$ cat src/rtl/wb_pkg.sv
`default_nettype none
// ============================================================================
// Module      : wb_pkg
// Description : Writeback result-select codes and load funct3 encodings.
// Revision    : 1.0 - initial release
// ============================================================================
package wb_pkg;

    localparam logic [1:0] c_wbsel_alu  = 2'b00;
    localparam logic [1:0] c_wbsel_load = 2'b01;
    localparam logic [1:0] c_wbsel_pc4  = 2'b10;
    localparam logic [1:0] c_wbsel_imm  = 2'b11;

    localparam logic [2:0] c_ld_lb  = 3'b000;
    localparam logic [2:0] c_ld_lh  = 3'b001;
    localparam logic [2:0] c_ld_lw  = 3'b010;
    localparam logic [2:0] c_ld_lbu = 3'b100;
    localparam logic [2:0] c_ld_lhu = 3'b101;

endpackage
`default_nettype wire

$ cat src/rtl/load_extend.sv
`default_nettype none
// ============================================================================
// Module      : load_extend
// Description : Extracts byte/half from an aligned load word and extends it.
// Revision    : 1.0 - initial release
// ============================================================================
module load_extend
    import wb_pkg::*;
#(
    parameter int N = 32
) (
    input  logic [N-1:0] word,
    input  logic [1:0]   off,
    input  logic [2:0]   ldtype,
    output logic [N-1:0] value
);

    logic [7:0]  w_byte;
    logic [15:0] w_half;

    always_comb begin
        case (off)
            2'd0:    w_byte = word[7:0];
            2'd1:    w_byte = word[15:8];
            2'd2:    w_byte = word[23:16];
            default: w_byte = word[31:24];
        endcase
        // Halfword uses only off[1]; a misaligned off[0] is ignored.
        w_half = off[1] ? word[31:16] : word[15:0];
    end

    always_comb begin
        value = word;
        case (ldtype)
            c_ld_lb:  value = {{(N-8){w_byte[7]}}, w_byte};
            c_ld_lbu: value = {{(N-8){1'b0}}, w_byte};
            c_ld_lh:  value = {{(N-16){w_half[15]}}, w_half};
            c_ld_lhu: value = {{(N-16){1'b0}}, w_half};
            default:  value = word;
        endcase
    end

endmodule
`default_nettype wire

$ cat src/rtl/wb_stage.sv
`default_nettype none
// ============================================================================
// Module      : wb_stage
// Description : MEM/WB register, result select, register-file write and bypass.
// Revision    : 1.0 - initial release
// ============================================================================
module wb_stage
    import wb_pkg::*;
#(
    parameter int N  = 32,
    parameter int AW = 5,
    parameter int CW = 32
) (
    input  logic          clk,
    input  logic          rst,
    input  logic          mem_valid,
    input  logic          mem_regwrite,
    input  logic [AW-1:0] mem_rd,
    input  logic [1:0]    mem_wbsel,
    input  logic [2:0]    mem_ldtype,
    input  logic [N-1:0]  mem_alu,
    input  logic [N-1:0]  mem_load,
    input  logic [N-1:0]  mem_pc4,
    input  logic [N-1:0]  mem_imm,
    input  logic          wb_stall,
    input  logic          wb_flush,
    input  logic [AW-1:0] id_rs1,
    input  logic [AW-1:0] id_rs2,
    output logic          rf_we,
    output logic [AW-1:0] rf_waddr,
    output logic [N-1:0]  rf_wdata,
    output logic          fwd1_hit,
    output logic [N-1:0]  fwd1_data,
    output logic          fwd2_hit,
    output logic [N-1:0]  fwd2_data,
    output logic [CW-1:0] retire_cnt
);

    logic          r_valid;
    logic          r_regwrite;
    logic [AW-1:0] r_rd;
    logic [N-1:0]  r_wdata;
    logic [CW-1:0] r_cnt;

    logic [N-1:0]  w_load_fmt;
    logic [N-1:0]  w_result;

    load_extend #(.N(N)) u_load_extend (
        .word   (mem_load),
        .off    (mem_alu[1:0]),
        .ldtype (mem_ldtype),
        .value  (w_load_fmt)
    );

    always_comb begin
        w_result = mem_alu;
        case (mem_wbsel)
            c_wbsel_alu:  w_result = mem_alu;
            c_wbsel_load: w_result = w_load_fmt;
            c_wbsel_pc4:  w_result = mem_pc4;
            default:      w_result = mem_imm;
        endcase
    end

    always_ff @(posedge clk) begin
        if (rst) begin
            r_valid    <= 1'b0;
            r_regwrite <= 1'b0;
            r_rd       <= '0;
            r_wdata    <= '0;
            r_cnt      <= '0;
        end else begin
            // Flush kills the incoming slot even while stalled; data is left as-is.
            if (wb_flush) begin
                r_valid <= 1'b0;
            end else if (!wb_stall) begin
                r_valid    <= mem_valid;
                r_regwrite <= mem_regwrite;
                r_rd       <= mem_rd;
                r_wdata    <= w_result;
            end
            if (r_valid && !wb_stall) begin
                r_cnt <= r_cnt + CW'(1);
            end
        end
    end

    assign rf_we      = r_valid & r_regwrite & (r_rd != '0) & ~wb_stall;
    assign rf_waddr   = r_rd;
    assign rf_wdata   = r_wdata;
    assign retire_cnt = r_cnt;

    // rf_we already excludes r0, so an id_rs of zero can never match.
    assign fwd1_hit  = rf_we & (r_rd == id_rs1);
    assign fwd2_hit  = rf_we & (r_rd == id_rs2);
    assign fwd1_data = fwd1_hit ? r_wdata : '0;
    assign fwd2_data = fwd2_hit ? r_wdata : '0;

endmodule
`default_nettype wire

$ cat config.mk
export PLATFORM = sky130hd
export DESIGN_NAME = wb_stage
export DESIGN_NICKNAME = d
export VERILOG_FILES = /design/src/rtl/wb_pkg.sv /design/src/rtl/load_extend.sv /design/src/rtl/wb_stage.sv
export SDC_FILE = /design/constraint.sdc
export NUM_CORES = 1
export LEC_CHECK = 0
export ABC_AREA = 1
export CORE_ASPECT_RATIO = 1.5
export CORE_MARGIN = 4
export CORE_UTILIZATION = 36
export DETAILED_ROUTE_END_ITERATION = 12
export GPL_TIMING_DRIVEN = 0
export PLACE_DENSITY = 0.78
export SLEW_MARGIN = 20
export SYNTH_ARGS = -nofsm -noshare
export SYNTH_HDL_FRONTEND = slang
export SYNTH_HIERARCHICAL = 1
export SYNTH_SLANG_ARGS = --single-unit
export TNS_END_PERCENT = 50
$ cat constraint.sdc
create_clock -name clk -period 2 [get_ports clk]
set_clock_uncertainty 0.2 [all_clocks]
set_input_delay 0.6 -clock clk [delete_from_list [all_inputs] [get_ports clk]]
set_output_delay 0.6 -clock clk [all_outputs]
set_load 0.02 [all_outputs]
After elaboration in Yosys (flattened, before gate mapping)
Index checks and enable logic that the tools add are counted.

storage, ports and cells
  latch bits = 0
  ROM bits = 0
  memory bits (writable) = 0
  memories kept = 0
  word-level logic and storage cells = 36
  output and inout port bits = 136
  input bits = 154
  register bits = 71

cells by class
  shifts and indexed selects = 0
  $mul = 0
  multiplexer cells = 6
  reduce and logical (&&, ||, !) cells = 8
  divide/modulo/power cells = 0
  bitwise operators = 7
  add/sub/neg operators = 1
  equality and inequality tests = 9
  $lt $le $gt $ge = 0

operators by type and width
  cell                                           number
  one-hot mux 32 bit (4 select lines)            1
  one-hot mux 32 bit (3 select lines)            1
  2-to-1 mux 32 bit                              2
  adder 32 x 1 -> 32 bit, second input constant  1
  one-hot mux 8 bit (3 select lines)             1
  2-to-1 mux 16 bit                              1
  == test 5 bit                                  2
  == test 3 bit, second input constant           2
  bitwise AND 1 bit                              5
  nonzero test 5 bit                             1
  == test 2 x 1 -> 1 bit, second input constant  2
  == test 2 bit, second input constant           2
  logical NOT 2 bit                              2
  == test 3 x 1 -> 1 bit, second input constant  1
  logical NOT 3 bit                              1
  NOT 1 bit                                      2
  AND reduction 2 bit                            1
  OR reduction 2 bit                             1
  logical AND 1 bit                              1
  logical NOT 1 bit                              1

Longest topological paths before layout
Gate-level depths: netlist of the first run.

  depth in word-level cells = 5
  gate-level depth with buffers = 11
  depth with buffers taken out = 10

By module
Netlist of the first run, hierarchy kept.

modules (own cells, without submodules)
  module       cells each  times used  area each (µm²)  sequential area each (µm²)
  wb_stage     742         1           4494.3           1421.4
  load_extend  192         1           895.9            0.0

Worst setup path before layout of the first run
No wires, ideal clock.

  path type = input to output
  start = input port wb_stall
  end = output port fwd1_data[22]
  required time = 1.200 ns
  cell stages on the path = 6
  setup slack = -0.355 ns
  data arrival time = 1.555 ns
  path buffers = 1
  cells stage by stage = nor2_2 -> nand3_1 -> inv_2 -> nand2_2 -> buf_2 -> nor2_1

on the way
  longest elaborated chain between the ends = 4

ends and longest elaborated chain
  item                        line            RTL
  start, declared             wb_stage.sv:25  input logic wb_stall,
  NOT 1 bit (no source line)  n/a
  bitwise AND 1 bit           wb_stage.sv:88  assign rf_we = r_valid & r_regwrite & (r_rd != '0) & ~wb_stall;
  via rf_we                   wb_stage.sv:29  output logic rf_we,
  bitwise AND 1 bit           wb_stage.sv:94  assign fwd1_hit = rf_we & (r_rd == id_rs1);
  2-to-1 mux 32 bit           wb_stage.sv:96  assign fwd1_data = fwd1_hit ? r_wdata : '0;
  end, declared               wb_stage.sv:33  output logic [N-1:0] fwd1_data,

The timed path passes the listed nets, and every way through them passes these cells.

Worst setup path after layout of the first run
  start = register r_rd[1], in the netlist rf_waddr[1]
  end = output port fwd1_data[22]

on the way
  longest elaborated chain between the ends = 5
  elaborated cells on any way between the ends = 6
  classes of those cells = 1 x eq/ne; 1 x mux; 3 x bitwise; 1 x reduce/logical

ends and longest elaborated chain
  item                             line            RTL
  start, declared                  wb_stage.sv:41  logic [AW-1:0] r_rd;
  start signal, assigned           wb_stage.sv:79  r_rd <= mem_rd;
  nonzero test 5 bit               wb_stage.sv:88
  bitwise AND 1 bit (2 in series)  wb_stage.sv:88
  bitwise AND 1 bit (*)            wb_stage.sv:94
  2-to-1 mux 32 bit (*)            wb_stage.sv:96

Mark *: on every way between the ends. The rest lies on a longest branch, timed or not.

==> results of run 1 <==
tightest hold or removal path: cells and delay by family (launching register included):
kind | cells | cell delay, ns
AOI/OAI and AO/OA | 1 | 0.06
and+or+nand+nor | 1 | 0.06
DFF | 1 | 0.31
worst paths after layout:
kind | start | to | slack, ns | depth (start not counted)
worst max-delay path | rf_waddr[1]$_SDFFE_PP0P_ | fwd1_data[22] | -0.60 | 8
worst min-delay path | rf_wdata[4]$_SDFFE_PP0P_ | rf_wdata[4]$_SDFFE_PP0P_ | 0.28 | 2
worst max register to register | retire_cnt[1]$_SDFFE_PP0P_ | retire_cnt[26]$_SDFFE_PP0P_ | 0.21 | 9
worst min register to register | rf_wdata[4]$_SDFFE_PP0P_ | rf_wdata[4]$_SDFFE_PP0P_ | 0.28 | 2
power groups by stage:
stage	Clock, W	Sequential (W)	Combinational, W
after detailed placement	0	0.00154	0.00111
final	0.00182	0.00151	0.00119
after global routing	0.00189	0.00152	0.00127
after floorplan	0	0.00158	0.000471
after CTS	0.00183	0.00151	0.00115
after global placement	0	0.00154	0.00111
routing by layer:
layer / vias up / wire length [um] / GRT usage
met5: - / 0 / 0
met4: 0 / 1740 / 0.190
met3: 107 / 1970 / 0.0641
met2: 421 / 14800 / 0.579
met1: 3463 / 9240 / 0.316
li1: 3670 / - / -
metrics by stage:
stage	instances	area [um2]	power (W)
after floorplan	934	5950	0.00205
after global placement	1417	9070	0.00265
after detailed placement	1417	9070	0.00266
after CTS	1456	9840	0.00449
after global routing	1457	10100	0.00468
final	1457	10100	0.00453
what timing repair did:
action | in CTS | in global routing
endpoints found under the hold margin | 0 | 0
setup buffers | 14 | 1
gates resized for setup | 539 | 107
pin swaps | 38 | 19
cloned | 9 | 0
setup endpoints to repair | 185 | 141
state kept, by name, indices dropped and copies added (netlist names):
| register | cells |
|---|---|
| retire_cnt | 32 |
| rf_wdata | 32 |
| rf_waddr | 5 |
| r_regwrite | 1 |
| r_valid | 1 |
cell type report:
type,count,area (um2),share of cell area
multi-input cells,731,4100,0.405
repair buffers,311,3280,0.324
flip-flops and latches,71,1440,0.142
plain buffers,49,400,0.0395
inverters,83,317,0.0313
well taps,196,245,0.0242
clock buffers,11,233,0.0230
clock inverters,5,106,0.0105
Yosys cell counts (6+ instances only):
library cell    n
nand2_1       253
nor2_1        163
nand3_1       115
inv_1          78
dfxtp_1        71
o21ai_0        61
a21oi_1        49
nand4_1        31
buf_2          23
clkbuf_1       16
xnor2_1        11
nand2_2         7
nor2_4          7
nor2_2          6
logic make-up (layout without fill, tap and decap cells):
family	Yosys count	count (layout)	synth area share
XOR/XNOR	14	14	0.0227
AND/OR/NAND/NOR	597	597	0.489
adder cells (fa/ha/maj)	1	1	0.00232
buffers and inverters	132	459	0.108
AO/OA/AOI/OAI	119	119	0.114
flip-flops	71	71	0.264
==> reports/qor.csv, run 1 <==
metric;value;unit
synth-async-reset-ratio;0;
rsz0062_at_grt;true;
grt-ovfl-total;0;
synth.distinct_cells;32;
p_comb_frac;0.263;
fin_crit_sh;1.30;
grt_pass1_wl;40.7;mm
gp_congestion;1.02;
leakagePower;4.74;nW
path_max_fanout;6;
vias_per_cell;5.26;
path_delay_family;simple AND/OR/NAND/NOR gates;
pre_cts_ws;-1.48;ns
worst_setup_path_end_kind;output port;
cp_slowest_stage_delay;0.39;ns
dr.pass1.iters;9;
synth_area_leaders;dfxtp_1 26%, nand2_1 18%, nor2_1 11%;
final_util;0.694;
internal_power;0.00322;W
cts_made_buffers;9;
grt_start_max_net_pins;13;
hpwlAfterDp;21.8;mm
clock_latency;0.33;ns
setup_slack;-0.599;ns
cts_buffer_depth;2;
portBuffers;287;
n_fill_cell;1249;
cp_slowest_cell;dfxtp_4;
wirelength;27.7;mm
postRouteAntennaNets;0;
max_cap_viol_count;0;
io_pins;290;
hold_slack;0.280;ns
fin_tns_setup;-36.13;ns
cts_tree;built;
die_h;158;um
clkSlewWorstSetupHoldPaths;0.06;ns
grt_pass1_vias;7570;
min_period;2.60;ns
setup_viol;67;
dieArea;17000;um2
die_x;108;um
relSlewSlack;0.545;
path_class;flop to output port;
synth_nets;1089;
synth_edf_count;0;
hold_class;flop to flop;
hold_viol;0;
grt_usage;0.312;
drive_gt1_frac;0.240;
ys_seq_elements;71;
seq_power_share;0.334;
p_sw_frac;0.288;
outcome;finished with violations;
rows;54;
startpoint_type;flop;
postSynthAreaPerCell;5.77;um2
routed-via-count;7661;
final_common_cell;nand2_1;
final_cell_mix;250 x nand2_1, 130 x clkdlybuf4s50_1, 106 x nand3_1, 96 x nor2_1, 78 x buf_6;
crit_required;1.20;ns
holdBufCountCts;0;
antenna_cells;0;
crit_buf_inv;3;
synth_top_area_share;0.264;
synth_top_flop_cell;dfxtp_1;
worstPathArrival;1.80;ns
antenna_found_initial;0;
crit_chain;xnor2_2, nand2_1, nor3_2, nand2_4, buf_12, buf_16, nor2_4, buf_6;
wl_per_cell;19.0;um
syn-cell-area;5390;um2
cts_root_buf;clkbuf_16;
powerDensity;447;nW/um2
yosys_warnings;6;
initial_core_util;0.369;
pwr-share-clk;0.402;
p_sw;0.00130;W
vdd_drop_max;0.000440;V
areaGrowthSynthToFinish;87.9;%
layout.nets;1411;
max_freq;0.385;GHz
worst_pin_slew;0.683;ns
drc;1;
synth_area_leader_cell;dfxtp_1;
syn_inst;934;
cts.sinks;71;
ys_seq_area_frac;0.264;
violations;design-rule violations, negative setup slack;
fp.coreArea;14600;um2
initialDrtViolationCount;478;
htree_levels;3;
slew_viol_final;0;
No activity file was read; power rests on OpenSTA's default activity.
==> run 2: changes to the inputs <==
Settings changed: CAP_MARGIN set to 20, CORE_UTILIZATION 36 to 40, PLACE_DENSITY 0.78 to 0.82.
Clock period 2 ns to 2.67 ns, I/O delays scaled along.
==> reports/qor.csv, run 2 (synthesis gave the netlist of run 1 again) <==
metric;value;unit
setup_viol;68;
cts.sinks;71;
leakagePower;3.83;nW
vias_per_cell;5.74;
hold_slack;0.301;ns
antenna_found_initial;0;
clock_latency;0.34;ns
worstHoldStart;rf_wdata[20]$_SDFFE_PP0P_;
portBuffers;287;
die_h;150;um
cts_buffer_depth;2;
reg2reg_from;retire_cnt[0]$_SDFFE_PP0P_;
initial_core_util;0.412;
worstPathArrival;2.26;ns
drive_gt1_frac;0.205;
r2r_cells;8;
violations;negative setup slack;
vdd_drop_max;0.000296;V
rsz0062_at_grt;true;
die_x;103;um
routed-via-count;8081;
final_common_cell;nand2_1;
worstHoldPathCells;2;
htree_levels;3;
pre_cts_ws;-1.37;ns
n_fill_cell;976;
r2r_end;retire_cnt[24]$_SDFFE_PP0P_;
grt_usage;0.332;
grt_pass1_vias;7582;
clkSlewWorstSetupHoldPaths;0.06;ns
initialDrtViolationCount;608;
path_max_fanout;7;
drc;0;
layout.nets;1400;
gp_congestion;1.05;
grt_start_max_net_pins;13;
cts_made_buffers;9;
hold_class;flop to flop;
fp.coreArea;13100;um2
final_cell_mix;250 x nand2_1, 207 x clkdlybuf4s50_1, 115 x nand3_1, 97 x nor2_1, 77 x inv_1;
setup_slack;-0.594;ns
io_pins;290;
hold_viol;0;
relSlewSlack;0.613;
total_power;0.00325;W
min_period;3.26;ns
dieArea;15400;um2
postRouteAntennaNets;0;
worst_pin_slew;0.580;ns
cts_tree;built;
max_cap_viol_count;0;
slew_viol_final;0;
rows;51;
final_util;0.746;
fin_crit_sh;1.22;
outcome;finished with violations;
min_to;rf_wdata[20]$_SDFFE_PP0P_;
startpoint_type;input port;
antenna_cells;0;
hpwlAfterDp;20.2;mm
crit_required;1.67;ns
ff2ff_setup_slack;0.65;ns
dr.pass1.iters;6;
grt_pass1_wl;39.2;mm
worst_setup_path_end_kind;output port;
holdBufCountCts;0;
wirelength;29.7;mm
path_class;input port to output port;
areaGrowthSynthToFinish;81.1;%
cts_root_buf;clkbuf_16;
grt-ovfl-total;0;
powerDensity;333;nW/um2
wl_per_cell;21.1;um
max_freq;0.306;GHz
==> run 2: cell types whose count changed in the layout (fill, tap and decap cells not counted), sizes merged <==
cell and delta:
clkdlybuf4s50 +77, bufbuf -1, dlymetal6s2s -33, buf -13, inv -1, clkinvlp -1
bufinv -2, dlygate4sd2 -41, clkinv +4
==> run 2: report_power, final <==
group	leakage [nW]	switching (W)	internal [W]	total, W
combinational	3.10	0.000472	0.000410	0.000882
clock	0.149	0.000480	0.000749	0.00123
sequential	0.578	0.0000455	0.00110	0.00114
==> run 2: final cells by class <==
cell class              count  area, um2  area share
multi-input cells         731       4000       0.410
repair buffers            300       3160       0.324
flip-flops and latches     71       1420       0.146
plain buffers              49        363      0.0372
inverters                  83        319      0.0327
clock buffers              11        243      0.0249
well taps                 159        199      0.0204
clock inverters             5       57.6     0.00590
==> run 2: repair_timing <==
action / CTS / global route
gates cloned: 5 / 1
setup endpoints to repair: 88 / 95
buffers inserted: 9 / 0
pin swaps: 22 / 17
resized for setup: 529 / 112
==> run 2: metal layers <==
layer / track usage / vias to the layer above / share of wire
li1: - / 3643 / -
met1: 0.341 / 3666 / 0.31
met2: 0.586 / 604 / 0.51
met3: 0.0584 / 168 / 0.094
met4: 0.247 / 0 / 0.090
met5: 0 / - / 0
==> run 2: worst max-delay path by stage <==
stage / startpoint / endpoint / cells past startpoint
floorplan: wb_stall / fwd1_data[22] / 6
global placement: wb_stall / fwd1_data[4] / 8
detailed placement: wb_stall / fwd2_data[24] / 8
CTS: id_rs2[3] / fwd2_data[27] / 9
global route: id_rs2[2] / fwd2_data[12] / 8
finish: id_rs2[2] / fwd2_data[12] / 8
==> run 2: metrics by stage <==
| step | instance area, um2 | instances | TNS (ns) |
|---|---|---|---|
| finish | 9760 | 1409 | -27.65 |
| global route | 9760 | 1409 | -34.15 |
| CTS | 9360 | 1410 | -18.28 |
| detailed placement | 8460 | 1380 | -98.04 |
| global placement | 8460 | 1380 | -97.37 |
| floorplan | 5390 | 934 | -5.03 |
==> run 2: critical path, cell delays in order <==
cell and delay [ns]:
buf_6 0.10, xnor2_2 0.24, nand2_2 0.12, nor3_4 0.32, nand2_8 0.19, buf_16 0.21
nor2_2 0.11, buf_4 0.16
==> run 3: changes to the inputs <==
--- a/config.mk
+++ b/config.mk
@@ -10,3 +10,3 @@
 export CORE_ASPECT_RATIO = 1.5
-export CORE_MARGIN = 4
+export CORE_MARGIN = 8
 export CORE_UTILIZATION = 40
==> constraint.sdc (replaced) <==
create_clock -name clk -period 2.67 [get_ports clk]
set_clock_uncertainty 0.2 [all_clocks]
set_input_delay 0.4005 -clock clk [delete_from_list [all_inputs] [get_ports clk]]
set_output_delay 0.4005 -clock clk [all_outputs]
set_load 0.02 [all_outputs]
==> reports/qor.csv, run 3 (synthesis gave the netlist of run 1 again) <==
metric;value;unit
cts_root_buf;clkbuf_16;
postRouteAntennaNets;0;
worstHoldStart;rf_wdata[21]$_SDFFE_PP0P_;
final_cell_mix;253 x nand2_1, 220 x clkdlybuf4s50_1, 162 x nor2_1, 115 x nand3_1, 78 x inv_1;
antenna_found_initial;0;
powerDensity;396;nW/um2
drc;0;
gp_congestion;1.04;
hold_viol;0;
reg2reg_from;retire_cnt[1]$_SDFFE_PP0P_;
n_fill_cell;1254;
grt_usage;0.290;
crit_chain;clkdlybuf4s50_1, xnor2_1, nand2_1, nor3_2, nand2_2, buf_4, nor2_1, clkdlybuf4s15_2;
dieArea;17500;um2
max_cap_viol_count;0;
io_pins;290;
hold_class;flop to flop;
ff2ff_setup_slack;0.85;ns
path_delay_family;buffers and inverters;
rsz0062_at_grt;true;
worst_setup_path_end_kind;output port;
htree_levels;3;
initial_core_util;0.404;
relSlewSlack;0.574;
crit_buf_inv;3;
setup_viol;0;
r2r_end;retire_cnt[28]$_SDFFE_PP0P_;
seq_area;1420;um2
startpoint_type;input port;
max_freq;0.384;GHz
r2r_cells;8;
worst_pin_slew;0.637;ns
slew_viol_final;0;
leakagePower;3.53;nW
drive_gt1_frac;0.122;
initialDrtViolationCount;537;
clkSlewWorstSetupHoldPaths;0.06;ns
fin_crit_sh;0.976;
die_x;111;um
areaGrowthSynthToFinish;62.3;%
rows;52;
hpwlAfterDp;21.9;mm
wirelength;26.7;mm
cp_slowest_stage_delay;0.48;ns
crit_required;2.07;ns
min_period;2.61;ns
cts_made_buffers;9;
final_common_cell;nand2_1;
vdd_drop_max;0.000340;V
portBuffers;287;
cp_slowest_cell;clkdlybuf4s50_1;
grt-ovfl-total;0;
wl_per_cell;19.0;um
clock_latency;0.34;ns
routed-via-count;7467;
grt_pass1_wl;40.0;mm
final_util;0.656;
fp.coreArea;13300;um2
die_h;158;um
multi_input_area;3410;um2
worstPathArrival;2.01;ns
vias_per_cell;5.33;
path_class;input port to output port;
layout.nets;1390;
min_to;rf_wdata[21]$_SDFFE_PP0P_;
grt_pass1_vias;7360;
worstHoldPathCells;2;
cts_buffer_depth;2;
antenna_cells;0;
final_cell_area;8750;um2
place_area;8470;um2
dr.pass1.iters;9;
grt_start_max_net_pins;13;
outcome;complete, no violations;
cts.sinks;71;
cts_tree;built;
path_max_fanout;10;
[run 3: what timing repair did]
item                       CTS  global route
gates resized for setup    165            59
setup endpoints to repair   67            61
hold buffers                 0             0
setup buffers                1             2
pin swaps                    1             3
[run 3: area by class of cell]
class | instances | area share
Multi-Input combinational cell | 731 | 0.389
Buffer | 49 | 0.0333
Clock buffer | 11 | 0.0289
Sequential cell | 71 | 0.162
Inverter | 83 | 0.0356
Tap cell | 162 | 0.0232
Clock inverter | 5 | 0.0146
Timing Repair Buffer | 290 | 0.313
[run 3: worst max path at each step]
stage | startpoint | to | slack, ns | cells after the start
floorplan | rf_waddr[0]$_SDFFE_PP0P_ | fwd1_data[22] | 0.60 | 6
detailed placement | wb_stall | fwd2_data[15] | -0.62 | 8
CTS | id_rs1[1] | fwd1_data[11] | 0.004 | 8
global route | id_rs2[3] | fwd2_data[1] | -0.08 | 8
finish | id_rs2[3] | fwd2_data[24] | 0.06 | 8
global placement | wb_stall | fwd1_data[3] | -0.60 | 8
[run 3: power breakdown]
part | internal, W | total [W] | switching (W)
sequential | 0.00109 | 0.00113 | 0.0000383
clock | 0.00106 | 0.00152 | 0.000463
combinational | 0.000392 | 0.000807 | 0.000415
total | 0.00254 | 0.00346 | 0.000917
[run 3: metrics by stage]
stage               power, W  std cells  hold WS, ns  setup WS, ns  TNS [ns]
floorplan            0.00150        934        0.279         0.601         0
global placement     0.00195       1383        0.271        -0.597    -36.67
detailed placement   0.00195       1383        0.275        -0.618    -35.94
CTS                  0.00346       1400        0.283       0.00373         0
global route         0.00358       1402        0.315       -0.0850    -0.894
finish               0.00346       1402        0.288        0.0636         0
[run 3: per-layer routing]
metal  vias up  track usage  part of all wire
met1      3357        0.289              0.34
met4         0        0.186             0.061
met3        94       0.0671             0.076
met5         -            0                 0
met2       401        0.532              0.52
li1       3615            -                 -
[run 3: worst reg2reg max path: stages, from the launching register on]
cell and delay [ns]:
dfxtp_1 0.40, ha_1 0.22, nand3_1 0.13, nor2_4 0.21, nand3_4 0.13, nor2_4 0.20, nand2_2 0.08, nor2_1 0.09
nor2_1 0.05
